## config.mk

```make
export PLATFORM = sky130hd
export DESIGN_NAME = rnn_seq_ctrl_flat
export DESIGN_NICKNAME = d
export VERILOG_FILES = /design/src/rtl/rnn_pkg.sv /design/src/rtl/rnn_seq_ctrl_if.sv /design/src/rtl/rnn_watchdog.sv /design/src/rtl/rnn_seq_ctrl.sv /design/src/flat_wrapper.sv
export SDC_FILE = /design/constraint.sdc
export NUM_CORES = 1
export LEC_CHECK = 0
export ABC_AREA = 0
export ABC_CLOCK_PERIOD_IN_PS = 2440
export CAP_MARGIN = 15
export CORE_MARGIN = 2
export CORE_UTILIZATION = 28
export CTS_BUF_LIST = sky130_fd_sc_hd__clkbuf_8 sky130_fd_sc_hd__clkbuf_16
export DETAILED_ROUTE_END_ITERATION = 10
export DONT_BUFFER_PORTS = 1
export GPL_TIMING_DRIVEN = 0
export PLACE_DENSITY = 0.44
export SLEW_MARGIN = 20
export SYNTH_ARGS = -nofsm -noshare
export SYNTH_HDL_FRONTEND = slang
export SYNTH_HIERARCHICAL = 1
export SYNTH_SLANG_ARGS = --single-unit
export TNS_END_PERCENT = 10
```

## constraint.sdc

```tcl
create_clock -name clk -period 2.44 [get_ports clk]
set_input_delay 0.244 -clock clk [delete_from_list [all_inputs] [get_ports clk]]
set_output_delay 0.244 -clock clk [all_outputs]
set_load 0.02 [all_outputs]
```

## src/rtl/rnn_pkg.sv

```systemverilog
// ---------------------------------------------------------------------------
// rnn_pkg
//   Shared types and constants for the RNN sequencer.
//   - seq_state_t : 3-bit sequencer state, also exported to the host as state_o
//   - ADDR_*      : host register addresses decoded by the Avalon front end
//   - state_is_busy(): states in which the sequencer refuses new commands
// ---------------------------------------------------------------------------
package rnn_pkg;

  typedef enum logic [2:0] {
    S_IDLE  = 3'd0,
    S_MUL   = 3'd1,
    S_ACC   = 3'd2,
    S_HUPD  = 3'd3,
    S_DMUL  = 3'd4,
    S_VALID = 3'd5
  } seq_state_t;

  localparam logic [2:0] ADDR_START = 3'd0;
  localparam logic [2:0] ADDR_CHAR  = 3'd1;
  localparam logic [2:0] ADDR_W     = 3'd2;
  localparam logic [2:0] ADDR_R     = 3'd3;
  localparam logic [2:0] ADDR_B     = 3'd4;
  localparam logic [2:0] ADDR_DV    = 3'd5;
  localparam logic [2:0] ADDR_DB    = 3'd6;
  localparam logic [2:0] ADDR_DENSE = 3'd7;

  // Only IDLE and VALID accept host commands.
  function automatic logic state_is_busy(input seq_state_t s);
    return !((s == S_IDLE) || (s == S_VALID));
  endfunction

endpackage

```

## src/rtl/rnn_seq_ctrl_if.sv

```systemverilog
// ---------------------------------------------------------------------------
// rnn_seq_ctrl_if
//   Bundles the sequencer's command, unit handshake and status signals.
//   Modports:
//     slave  : the sequencer (consumes commands and done pulses, drives
//              start pulses, strobes and status)
//     master : host front end and matrix units (the other side)
//   Signals:
//     cmd_step/cmd_dense/cmd_clear : 1-cycle host command pulses
//     wm_start/rm_start/dn_start   : 1-cycle unit start pulses
//     wm_done/rm_done/dn_done      : 1-cycle unit done pulses
//     acc_en/hidden_we/hidden_clr  : 1-cycle datapath strobes
//     busy/valid/err               : status (err is sticky)
//     step_cnt                     : completed timesteps (STEP_W bits)
//     state_o                      : current sequencer state
// ---------------------------------------------------------------------------
interface rnn_seq_ctrl_if #(
  parameter int STEP_W = 8
);
  import rnn_pkg::*;

  logic              cmd_step;
  logic              cmd_dense;
  logic              cmd_clear;
  logic              wm_start;
  logic              rm_start;
  logic              wm_done;
  logic              rm_done;
  logic              acc_en;
  logic              hidden_we;
  logic              hidden_clr;
  logic              dn_start;
  logic              dn_done;
  logic              busy;
  logic              valid;
  logic              err;
  logic [STEP_W-1:0] step_cnt;
  seq_state_t        state_o;

  modport slave (
    input  cmd_step, cmd_dense, cmd_clear, wm_done, rm_done, dn_done,
    output wm_start, rm_start, acc_en, hidden_we, hidden_clr, dn_start,
           busy, valid, err, step_cnt, state_o
  );

  modport master (
    output cmd_step, cmd_dense, cmd_clear, wm_done, rm_done, dn_done,
    input  wm_start, rm_start, acc_en, hidden_we, hidden_clr, dn_start,
           busy, valid, err, step_cnt, state_o
  );

endinterface

```

## src/rtl/rnn_watchdog.sv

```systemverilog
// ---------------------------------------------------------------------------
// rnn_watchdog
//   Cycle counter that flags expiry after TIMEOUT enabled cycles.
//   Ports:
//     clk, rst_n : clock, asynchronous active-low reset
//     i_clr      : synchronous clear of the count (wins over i_en)
//     i_en       : count this cycle
//     o_expire   : high in the TIMEOUT-th enabled cycle since the last clear
//   TIMEOUT = 0 disables the watchdog (o_expire tied low).
// ---------------------------------------------------------------------------
module rnn_watchdog #(
  parameter int TIMEOUT = 1024,
  parameter int TO_W    = (TIMEOUT > 0) ? $clog2(TIMEOUT + 1) : 1
) (
  input  logic clk,
  input  logic rst_n,
  input  logic i_clr,
  input  logic i_en,
  output logic o_expire
);

  generate
    if (TIMEOUT > 0) begin : g_on
      logic [TO_W-1:0] r_cnt;

      always_ff @(posedge clk or negedge rst_n) begin
        if (!rst_n) begin
          r_cnt <= '0;
        end else if (i_clr) begin
          r_cnt <= '0;
        end else if (i_en) begin
          r_cnt <= r_cnt + 1'b1;
        end
      end

      // Count starts at 0 in the first enabled cycle, so TIMEOUT-1 marks
      // the last cycle the owner is allowed to wait.
      assign o_expire = i_en && (r_cnt == TO_W'(TIMEOUT - 1));
    end else begin : g_off
      logic w_unused_ok;
      assign w_unused_ok = &{1'b0, clk, rst_n, i_clr, i_en};
      assign o_expire    = 1'b0;
    end
  endgenerate

endmodule

```

## src/rtl/rnn_seq_ctrl.sv

```systemverilog
// ---------------------------------------------------------------------------
// rnn_seq_ctrl
//   Sequencer for one RNN timestep (W*x and R*h in parallel, accumulate,
//   hidden update) and for the final dense stage.
//   Ports:
//     clk   : clock
//     rst_n : asynchronous active-low reset; aborts any operation at once
//     bus   : rnn_seq_ctrl_if.slave (commands, unit handshakes, strobes,
//             busy/valid/err status, step_cnt, state_o)
//   Parameters:
//     STEP_W  : step counter width (saturating)
//     TIMEOUT : max cycles in MUL/DMUL before abort; 0 disables
// ---------------------------------------------------------------------------
module rnn_seq_ctrl
  import rnn_pkg::*;
#(
  parameter  int STEP_W  = 8,
  parameter  int TIMEOUT = 1024,
  localparam int TO_W    = (TIMEOUT > 0) ? $clog2(TIMEOUT + 1) : 1
) (
  input  logic           clk,
  input  logic           rst_n,
  rnn_seq_ctrl_if.slave  bus
);

  seq_state_t        r_state;
  logic              r_w_ok;
  logic              r_r_ok;
  logic [STEP_W-1:0] r_step_cnt;
  logic              r_wm_start;
  logic              r_rm_start;
  logic              r_acc_en;
  logic              r_hidden_we;
  logic              r_hidden_clr;
  logic              r_dn_start;
  logic              r_busy;
  logic              r_valid;
  logic              r_err;

  logic w_any_cmd;
  logic w_wd_en;
  logic w_wd_expire;
  logic w_w_ok_next;
  logic w_r_ok_next;
  logic w_dn_hit;

  assign w_any_cmd = bus.cmd_step | bus.cmd_dense | bus.cmd_clear;
  assign w_wd_en   = (r_state == S_MUL) || (r_state == S_DMUL);

  // The start registers are high exactly in the first MUL/DMUL cycle, so
  // they double as the "ignore done in the start cycle" qualifier.
  assign w_w_ok_next = r_w_ok | (bus.wm_done & ~r_wm_start);
  assign w_r_ok_next = r_r_ok | (bus.rm_done & ~r_rm_start);
  assign w_dn_hit    = bus.dn_done & ~r_dn_start;

  rnn_watchdog #(
    .TIMEOUT (TIMEOUT),
    .TO_W    (TO_W)
  ) u_watchdog (
    .clk      (clk),
    .rst_n    (rst_n),
    .i_clr    (~w_wd_en),
    .i_en     (w_wd_en),
    .o_expire (w_wd_expire)
  );

  always_ff @(posedge clk or negedge rst_n) begin
    if (!rst_n) begin
      r_state      <= S_IDLE;
      r_w_ok       <= 1'b0;
      r_r_ok       <= 1'b0;
      r_step_cnt   <= '0;
      r_wm_start   <= 1'b0;
      r_rm_start   <= 1'b0;
      r_acc_en     <= 1'b0;
      r_hidden_we  <= 1'b0;
      r_hidden_clr <= 1'b0;
      r_dn_start   <= 1'b0;
      r_busy       <= 1'b0;
      r_valid      <= 1'b0;
      r_err        <= 1'b0;
    end else begin
      // All strobes are single-cycle; they are only raised below.
      r_wm_start   <= 1'b0;
      r_rm_start   <= 1'b0;
      r_acc_en     <= 1'b0;
      r_hidden_we  <= 1'b0;
      r_hidden_clr <= 1'b0;
      r_dn_start   <= 1'b0;

      // Commands arriving while busy are dropped and flagged.
      if (state_is_busy(r_state) && w_any_cmd) begin
        r_err <= 1'b1;
      end

      case (r_state)
        S_IDLE, S_VALID: begin
          if (bus.cmd_clear) begin
            // Clear resets err, but a step/dense dropped in the same cycle
            // must still be reported.
            r_hidden_clr <= 1'b1;
            r_step_cnt   <= '0;
            r_valid      <= 1'b0;
            r_busy       <= 1'b0;
            r_err        <= bus.cmd_step | bus.cmd_dense;
            r_state      <= S_IDLE;
          end else if (bus.cmd_step) begin
            r_wm_start <= 1'b1;
            r_rm_start <= 1'b1;
            r_valid    <= 1'b0;
            r_busy     <= 1'b1;
            r_state    <= S_MUL;
            if (bus.cmd_dense) begin
              r_err <= 1'b1;
            end
          end else if (bus.cmd_dense) begin
            r_dn_start <= 1'b1;
            r_valid    <= 1'b0;
            r_busy     <= 1'b1;
            r_state    <= S_DMUL;
          end
        end

        S_MUL: begin
          // Completion takes precedence over a simultaneous expiry.
          if (w_w_ok_next && w_r_ok_next) begin
            r_w_ok   <= 1'b0;
            r_r_ok   <= 1'b0;
            r_acc_en <= 1'b1;
            r_state  <= S_ACC;
          end else if (w_wd_expire) begin
            r_w_ok  <= 1'b0;
            r_r_ok  <= 1'b0;
            r_err   <= 1'b1;
            r_busy  <= 1'b0;
            r_state <= S_IDLE;
          end else begin
            r_w_ok <= w_w_ok_next;
            r_r_ok <= w_r_ok_next;
          end
        end

        S_ACC: begin
          r_hidden_we <= 1'b1;
          r_state     <= S_HUPD;
        end

        S_HUPD: begin
          if (r_step_cnt != {STEP_W{1'b1}}) begin
            r_step_cnt <= r_step_cnt + 1'b1;
          end
          r_busy  <= 1'b0;
          r_state <= S_IDLE;
        end

        S_DMUL: begin
          if (w_dn_hit) begin
            r_valid <= 1'b1;
            r_busy  <= 1'b0;
            r_state <= S_VALID;
          end else if (w_wd_expire) begin
            r_err   <= 1'b1;
            r_busy  <= 1'b0;
            r_state <= S_IDLE;
          end
        end

        default: begin
          r_w_ok  <= 1'b0;
          r_r_ok  <= 1'b0;
          r_busy  <= 1'b0;
          r_valid <= 1'b0;
          r_state <= S_IDLE;
        end
      endcase
    end
  end

  assign bus.wm_start   = r_wm_start;
  assign bus.rm_start   = r_rm_start;
  assign bus.acc_en     = r_acc_en;
  assign bus.hidden_we  = r_hidden_we;
  assign bus.hidden_clr = r_hidden_clr;
  assign bus.dn_start   = r_dn_start;
  assign bus.busy       = r_busy;
  assign bus.valid      = r_valid;
  assign bus.err        = r_err;
  assign bus.step_cnt   = r_step_cnt;
  assign bus.state_o    = r_state;

endmodule

```

## src/flat_wrapper.sv

```systemverilog
// flat-port wrapper written by rule: the top's interface ports become plain ports
module rnn_seq_ctrl_flat import rnn_pkg::*;
#(
  parameter  int STEP_W  = 8,
  parameter  int TIMEOUT = 1024,
  localparam int TO_W    = (TIMEOUT > 0) ? $clog2(TIMEOUT + 1) : 1
)
  (clk, rst_n, bus_cmd_step, bus_cmd_dense, bus_cmd_clear, bus_wm_done, bus_rm_done, bus_dn_done, bus_wm_start, bus_rm_start, bus_acc_en, bus_hidden_we, bus_hidden_clr, bus_dn_start, bus_busy, bus_valid, bus_err, bus_step_cnt, bus_state_o);
  rnn_seq_ctrl_if #(.STEP_W(STEP_W)) bus_i ();
  input  logic clk;
  input  logic rst_n;
  input wire logic [$bits(bus_i.cmd_step)-1:0] bus_cmd_step;
  input wire logic [$bits(bus_i.cmd_dense)-1:0] bus_cmd_dense;
  input wire logic [$bits(bus_i.cmd_clear)-1:0] bus_cmd_clear;
  input wire logic [$bits(bus_i.wm_done)-1:0] bus_wm_done;
  input wire logic [$bits(bus_i.rm_done)-1:0] bus_rm_done;
  input wire logic [$bits(bus_i.dn_done)-1:0] bus_dn_done;
  output wire logic [$bits(bus_i.wm_start)-1:0] bus_wm_start;
  output wire logic [$bits(bus_i.rm_start)-1:0] bus_rm_start;
  output wire logic [$bits(bus_i.acc_en)-1:0] bus_acc_en;
  output wire logic [$bits(bus_i.hidden_we)-1:0] bus_hidden_we;
  output wire logic [$bits(bus_i.hidden_clr)-1:0] bus_hidden_clr;
  output wire logic [$bits(bus_i.dn_start)-1:0] bus_dn_start;
  output wire logic [$bits(bus_i.busy)-1:0] bus_busy;
  output wire logic [$bits(bus_i.valid)-1:0] bus_valid;
  output wire logic [$bits(bus_i.err)-1:0] bus_err;
  output wire logic [$bits(bus_i.step_cnt)-1:0] bus_step_cnt;
  output wire logic [$bits(bus_i.state_o)-1:0] bus_state_o;
  assign bus_i.cmd_step = bus_cmd_step;
  assign bus_i.cmd_dense = bus_cmd_dense;
  assign bus_i.cmd_clear = bus_cmd_clear;
  assign bus_i.wm_done = bus_wm_done;
  assign bus_i.rm_done = bus_rm_done;
  assign bus_i.dn_done = bus_dn_done;
  assign bus_wm_start = bus_i.wm_start;
  assign bus_rm_start = bus_i.rm_start;
  assign bus_acc_en = bus_i.acc_en;
  assign bus_hidden_we = bus_i.hidden_we;
  assign bus_hidden_clr = bus_i.hidden_clr;
  assign bus_dn_start = bus_i.dn_start;
  assign bus_busy = bus_i.busy;
  assign bus_valid = bus_i.valid;
  assign bus_err = bus_i.err;
  assign bus_step_cnt = bus_i.step_cnt;
  assign bus_state_o = bus_i.state_o;
  rnn_seq_ctrl #(.STEP_W(STEP_W), .TIMEOUT(TIMEOUT)) u_core (.clk(clk), .rst_n(rst_n), .bus(bus_i));
endmodule
```

==> Word level (Yosys, flattened, before mapping) <==
Cells that the tools add are included.
{ "totals": {"reg_bits": 32, "output_inout_bits": 20} }
{ "op_classes": {"n_addsub": 2, "n_eq_ne": 12, "muxes": 49, "n_bitwise": 11, "reduce_logical": 14} }
{ "op_table": {"columns": ["cell", "count"], "rows": [
  ["1-bit two-way mux", 33],
  ["3-bit two-way mux", 6],
  ["8-bit two-way mux", 2],
  ["8-bit one-hot mux with 2 select lines", 1],
  ["3-bit one-hot mux with 4 select lines", 1],
  ["11-bit by 1-bit adder with 11-bit output, second input constant", 1],
  ["11-bit by 10-bit equality test with 1-bit output, second input constant", 1],
  ["11-bit two-way mux", 1],
  ["3-bit AND reduction", 3],
  ["8-bit by 1-bit adder with 8-bit output, second input constant", 1],
  ["8-bit inequality test, second input constant", 1],
  ["3-bit by 2-bit equality test with 1-bit output, second input constant", 2],
  ["3-bit equality test, second input constant", 2],
  ["1-bit one-hot mux with 3 select lines", 2],
  ["5-bit OR reduction", 1],
  ["2-bit by 1-bit inequality test with 1-bit output, second input constant", 2],
  ["2-bit inequality test, second input constant", 2],
  ["4-bit inequality test, second input constant", 1],
  ["1-bit NOT", 4],
  ["1-bit OR", 4],
  ["1-bit one-hot mux with 2 select lines", 2],
  ["1-bit one-hot mux with 4 select lines", 1],
  ["1-bit bitwise AND", 3],
  ["3-bit by 1-bit equality test with 1-bit output, second input constant", 1],
  ["other kinds (7)", 10]
]} }

==> Logic depth before layout (Yosys ltp) <==
{ "depth": {"word_depth": 9, "mapped_depth": 9} }

==> Modules after synthesis <==
Netlist, hierarchy kept.
{ "modules_own_cells": {"columns": ["module", "n_inst", "cells_each", "area_each_um2", "seq_area_each_um2"], "rows": [
  ["rnn_seq_ctrl", 1, 123, 1129.8, 525.5],
  ["rnn_watchdog", 1, 56, 568.0, 275.3]
]} }

==> Least setup slack after synthesis <==
OpenSTA, ideal clock, no wires.
{ "synth_path": {"path_kind": "register to register", "startpoint": "register u_core.r_state[1] (netlist: u_core/bus.state_o[1])", "endpoint": "register u_core.r_r_ok", "arrival_ps": 2062, "required_time_ps": 2322, "slack_ps": 260, "path_stages_with_launch": 10, "path_buffers": 3, "cell_sequence": "dfrtp_1 buf_2 buf_1 nor2_1 buf_2 nand4_1 nor4_1 o21bai_1 a22o_1 nor2_1"} }
{ "synth_between": {"elab_chain_len": 6} }
{ "synth_rtl": {"columns": ["item", "line", "source"], "rows": [
  ["from (decl)", "rnn_seq_ctrl.sv:26", "seq_state_t r_state;"],
  ["from (signal assigned)", "rnn_seq_ctrl.sv:69", "r_state <= S_IDLE;"],
  ["from (signal assigned)", "rnn_seq_ctrl.sv:106", "r_state <= S_IDLE;"],
  ["from (signal assigned)", "rnn_seq_ctrl.sv:112", "r_state <= S_MUL;"],
  ["3-bit by 1-bit equality test with 1-bit output / 3-bit equality test (equally long branches)", "rnn_seq_ctrl.sv:48", "assign w_wd_en = (r_state == S_MUL) || (r_state == S_DMUL);"],
  ["1-bit logical OR (*)", "rnn_seq_ctrl.sv:48", null],
  ["via u_core.w_wd_en", "rnn_seq_ctrl.sv:41", "logic w_wd_en;"],
  ["1-bit logical AND (*)", "rnn_watchdog.sv:38", "assign o_expire = i_en && (r_cnt == TO_W'(TIMEOUT - 1));"],
  ["via u_core.w_wd_expire", "rnn_seq_ctrl.sv:42", "logic w_wd_expire;"],
  ["1-bit two-way mux (*)", "rnn_seq_ctrl.sv:131", "end else if (w_wd_expire) begin"],
  ["1-bit two-way mux (*)", "rnn_seq_ctrl.sv:126", "if (w_w_ok_next && w_r_ok_next) begin"],
  ["1-bit one-hot mux with 2 select lines (*)", "rnn_seq_ctrl.sv:96", "case (r_state)"],
  ["to (signal assigned)", "rnn_seq_ctrl.sv:139", "r_r_ok <= w_r_ok_next;"],
  ["to (decl)", "rnn_seq_ctrl.sv:28", "logic r_r_ok;"]
]} }
Mark *: on every way through the listed nets, which the timed path passes. The rest lies on a longest branch.
A chain may end at the register's enable or synchronous reset.

==> Worst setup path in the final report <==
{ "layout_path": {"startpoint": "register u_core.r_state[0] (netlist: u_core/bus.state_o[0])", "endpoint": "register u_core.r_r_ok"} }
The elaborated chain is that of the path after synthesis.

==> summary.txt <==
Final layout
  • Commonest cells after routing, fill and taps aside: 31 x dfrtp_1, 16 x nor2_1, 14 x a21oi_1
  • Design area: between 0.002 and 0.0025 sq mm
  • Post-Layout Cell Count: approximately 270
  • Synthesis-to-layout area growth: 18.3%
  • Commonest non-fill, non-tap cell in the layout: dfrtp_1
  • Number of fillers in the final layout: around 620
  • # diodes: 0
  • Share of post-route cells with drive strength above 1: 0.141
  • Final nets: 200

Place
  • Pre-CTS setup slack: -0.520 ns
  • Placed cell count: ~250
  • I/O Buffers: 0
  • Dpl hpwl: approximately 2.9 mm
  • Placed cell area: approximately 0.0018 sq mm
  • RD Place Congestion: 0.857

Routing
  • Routed vias/inst: about 5.3
  • Routed Antenna Nets: 0
  • Total Wirelength: 3.90 mm
  • Drc violations: 0
  • Vias: about 1.4k
  • Drt pass-1 iters: 4
  • Wirelength per Cell: about 15 microns
  • Initial drt markers: between 40 and 50

Synth
  • Synth warn: 6
  • Top FF cell, synth: dfrtp_1
  • Syn_nets: approximately 190
  • Yosys reg bits: 32
  • Sequential area share after synthesis: 0.472
  • EDFF count, synth: 0
  • Asr flop ratio synth: 1.00
  • Synthesized area: around 0.0017 sq mm
  • Avg Cell Area, Syn: 9.49 sq um
  • Yosys cell types: 43
  • Cells after synthesis: between 150 and 200

Clocking
  • Clock Latency Late Sink: ~0.28 ns
  • Clock-pin slew on the worst setup and hold paths: 0.07 ns
  • CTS Buf Count: 5
  • TritonCTS clock tree: yes
  • Clock Sink Count: 32
  • H-tree Lvls: 2
  • CTS max path bufs: 2
  • Root Buffer: clkbuf_8

Setup path
  • Critical path endpoint category: register
  • Req. time, crit path: 2.62 ns
  • Crit path from: u_core/bus.state_o[0]
  • Crit path launch type: register
  • CP arrival: 2.51 ns
  • Critical path class: register to register
  • Crit path max fanout: 10
  • FF-to-FF Start: u_core/bus.state_o[0]

Floorplanning
  • Die W: 81.9 microns
  • Core ar.: between 0.005 and 0.006 sq mm
  • Row cnt: 28
  • Initial Util: 0.288
  • IO Count: 28
  • Die Area: roughly 0.0067 sq mm
  • Die Ht: 81.9 microns

STA
  • Setup tns final: 0 ns
  • Slew headroom: 0.635
  • Final worst slack: approximately 0.11 ns
  • Endpoints failing setup: 0
  • Final hold violations: 0
  • Max Slew Vio Count: 0
  • Hold WS: around 0.090 ns
  • Worst Tran Pin Value: between 0.5 and 0.6 ns
  • Fin crit share: 0.955
  • Tmin final: about 2.3 ns
  • Fmax achieved: ~430 MHz
  • Final clock skew: 0.00684 ns

Flow run
  • Max-Cap Viols: 0

GRT
  • Pin count of the biggest net entering global routing: 33
  • First-pass GRT wire length: roughly 6 mm
  • GRT overflow: 0
  • Initial antenna violation count: 0
  • Vias in the first global route: between 1k and 1.5k
  • All-Layer GR Usage: 0.124

Power
  • Max rail drop VDD: between 0.2 and 0.3 mV
  • Leak: between 0.8 and 0.9 nW
  • Cell Pwr Density: between 900 and 1000 mW/mm^2

Worst hold path
  • Worst Min Path Start: bus_cmd_dense
  • Hold Path Class: input port to register

Status
  • Status: finished clean
[per-stage QoR]
| stage | total power [W] | utilization |
|---|---|---|
| 4_1_cts | 0.00194 | 0.332 |
| 3_3_place_gp | 0.00140 | 0.304 |
| 2_1_floorplan | 0.00126 | - |
| 6_report | 0.00200 | 0.341 |
| 5_1_grt | 0.00215 | 0.341 |
| 3_5_place_dp | 0.00142 | 0.304 |
[flip-flops by register name (all words and copies together) (netlist names)]
| name | cells |
|---|---|
| u_core/bus.err | 1 |
| u_core/bus.acc_en | 1 |
| u_core/u_watchdog/g_on.r_cnt | 11 |
| u_core/bus.step_cnt | 8 |
| u_core/bus.state_o | 3 |
| u_core/bus.hidden_clr | 1 |
| u_core/r_r_ok | 1 |
| u_core/bus.busy | 1 |
| u_core/bus.dn_start | 1 |
| u_core/bus.hidden_we | 1 |
| u_core/bus.rm_start | 1 |
| u_core/r_w_ok | 1 |
| u_core/bus.valid | 1 |
[repair_timing]
item | 4_1_cts | 5_1_grt
pin swaps | 1 | 3
setup buffers | 2 | 1
hold buffers | 2 | 0
resized for setup | 3 | 11
hold endpoints to repair | 32 | 0
endpoints found under the setup margin | 6 | 10
[path summary, 6_finish.rpt]
path	endpoint	slack, ns	depth (start not counted)
max in group asynchronous	u_core/bus.state_o[0]	1.86	2
min in group asynchronous	u_core/bus.busy	0.39	2
setup / recovery	u_core/r_r_ok	0.11	9
hold reg to reg	u_core/r_w_ok	0.53	2
hold / removal	u_core/bus.dn_start	0.09	1
setup reg to reg	u_core/r_r_ok	0.11	9
[metal layers]
metal | vias to the layer above | track usage | routed length (microns)
met2 | 31 | 0.197 | 1780
met3 | 9 | 0.0363 | 219
met1 | 680 | 0.153 | 1820
li1 | 677 | - | -
met4 | 0 | 0.0583 | 79
met5 | - | 0 | 0
[where the power goes]
group          internal, W  total [W]  switching [W]
registers         0.000633   0.000833       0.000200
clock network     0.000299   0.000496       0.000197
logic             0.000269   0.000676       0.000406
[cell type report]
class / count / area (sq um) / share of cell area
Sequential cell: 32 / 802 / 0.399
Timing Repair Buffer: 5 / 52.6 / 0.0262
Multi-Input combinational cell: 132 / 880 / 0.438
Tap cell: 75 / 93.8 / 0.0467
Buffer: 6 / 43.8 / 0.0218
Clock buffer: 5 / 68.8 / 0.0342
Clock inverter: 3 / 38.8 / 0.0193
Inverter: 8 / 30.0 / 0.0149
[cells in the mapped netlist, drive strengths merged (2+ instances only)]
| cell type | instances | area share |
|---|---|---|
| o31ai | 6 | 0.027 |
| or4 | 5 | 0.022 |
| and3b | 2 | 0.011 |
| a22o | 2 | 0.010 |
| nand4 | 5 | 0.022 |
| and3 | 3 | 0.011 |
| nor3 | 3 | 0.0088 |
| nor2 | 17 | 0.038 |
| o21ai | 13 | 0.041 |
| or3 | 2 | 0.0074 |
| and2 | 2 | 0.0074 |
| nand2b | 3 | 0.011 |
| ha | 2 | 0.015 |
| nand2 | 7 | 0.015 |
| o211ai | 6 | 0.029 |
| nand3 | 8 | 0.024 |
| xnor2 | 3 | 0.015 |
| nor2b | 5 | 0.018 |
| buf | 6 | 0.018 |
| inv | 8 | 0.018 |
| a21boi | 2 | 0.0088 |
| nor4 | 6 | 0.022 |
| xor2 | 5 | 0.026 |
| a21oi | 14 | 0.041 |
| dfrtp | 32 | 0.47 |
[cell families (layout without fill, tap and decap cells)]
| group | Yosys count | after routing | synth area share |
|---|---|---|---|
| AOI/OAI and AO/OA | 50 | 50 | 0.194 |
| xor gates and xnor gates | 8 | 8 | 0.0413 |
| adders and majority gates | 2 | 2 | 0.0147 |
| buffers and inverters | 15 | 27 | 0.0383 |
| DFF | 32 | 32 | 0.472 |
| muxes | 2 | 2 | 0.0125 |
| and+or+nand+nor | 70 | 70 | 0.228 |
[worst max-delay path, stage by stage, from the launching register on]
cell,delay [ns]
dfrtp_2,0.47
buf_6,0.17
xnor2_4,0.17
nor2_2,0.17
buf_6,0.15
nand4_1,0.18
nor4_4,0.47
o21bai_4,0.20
a22o_1,0.17
nor2_1,0.05
Power figures use the tool's default switching activity.
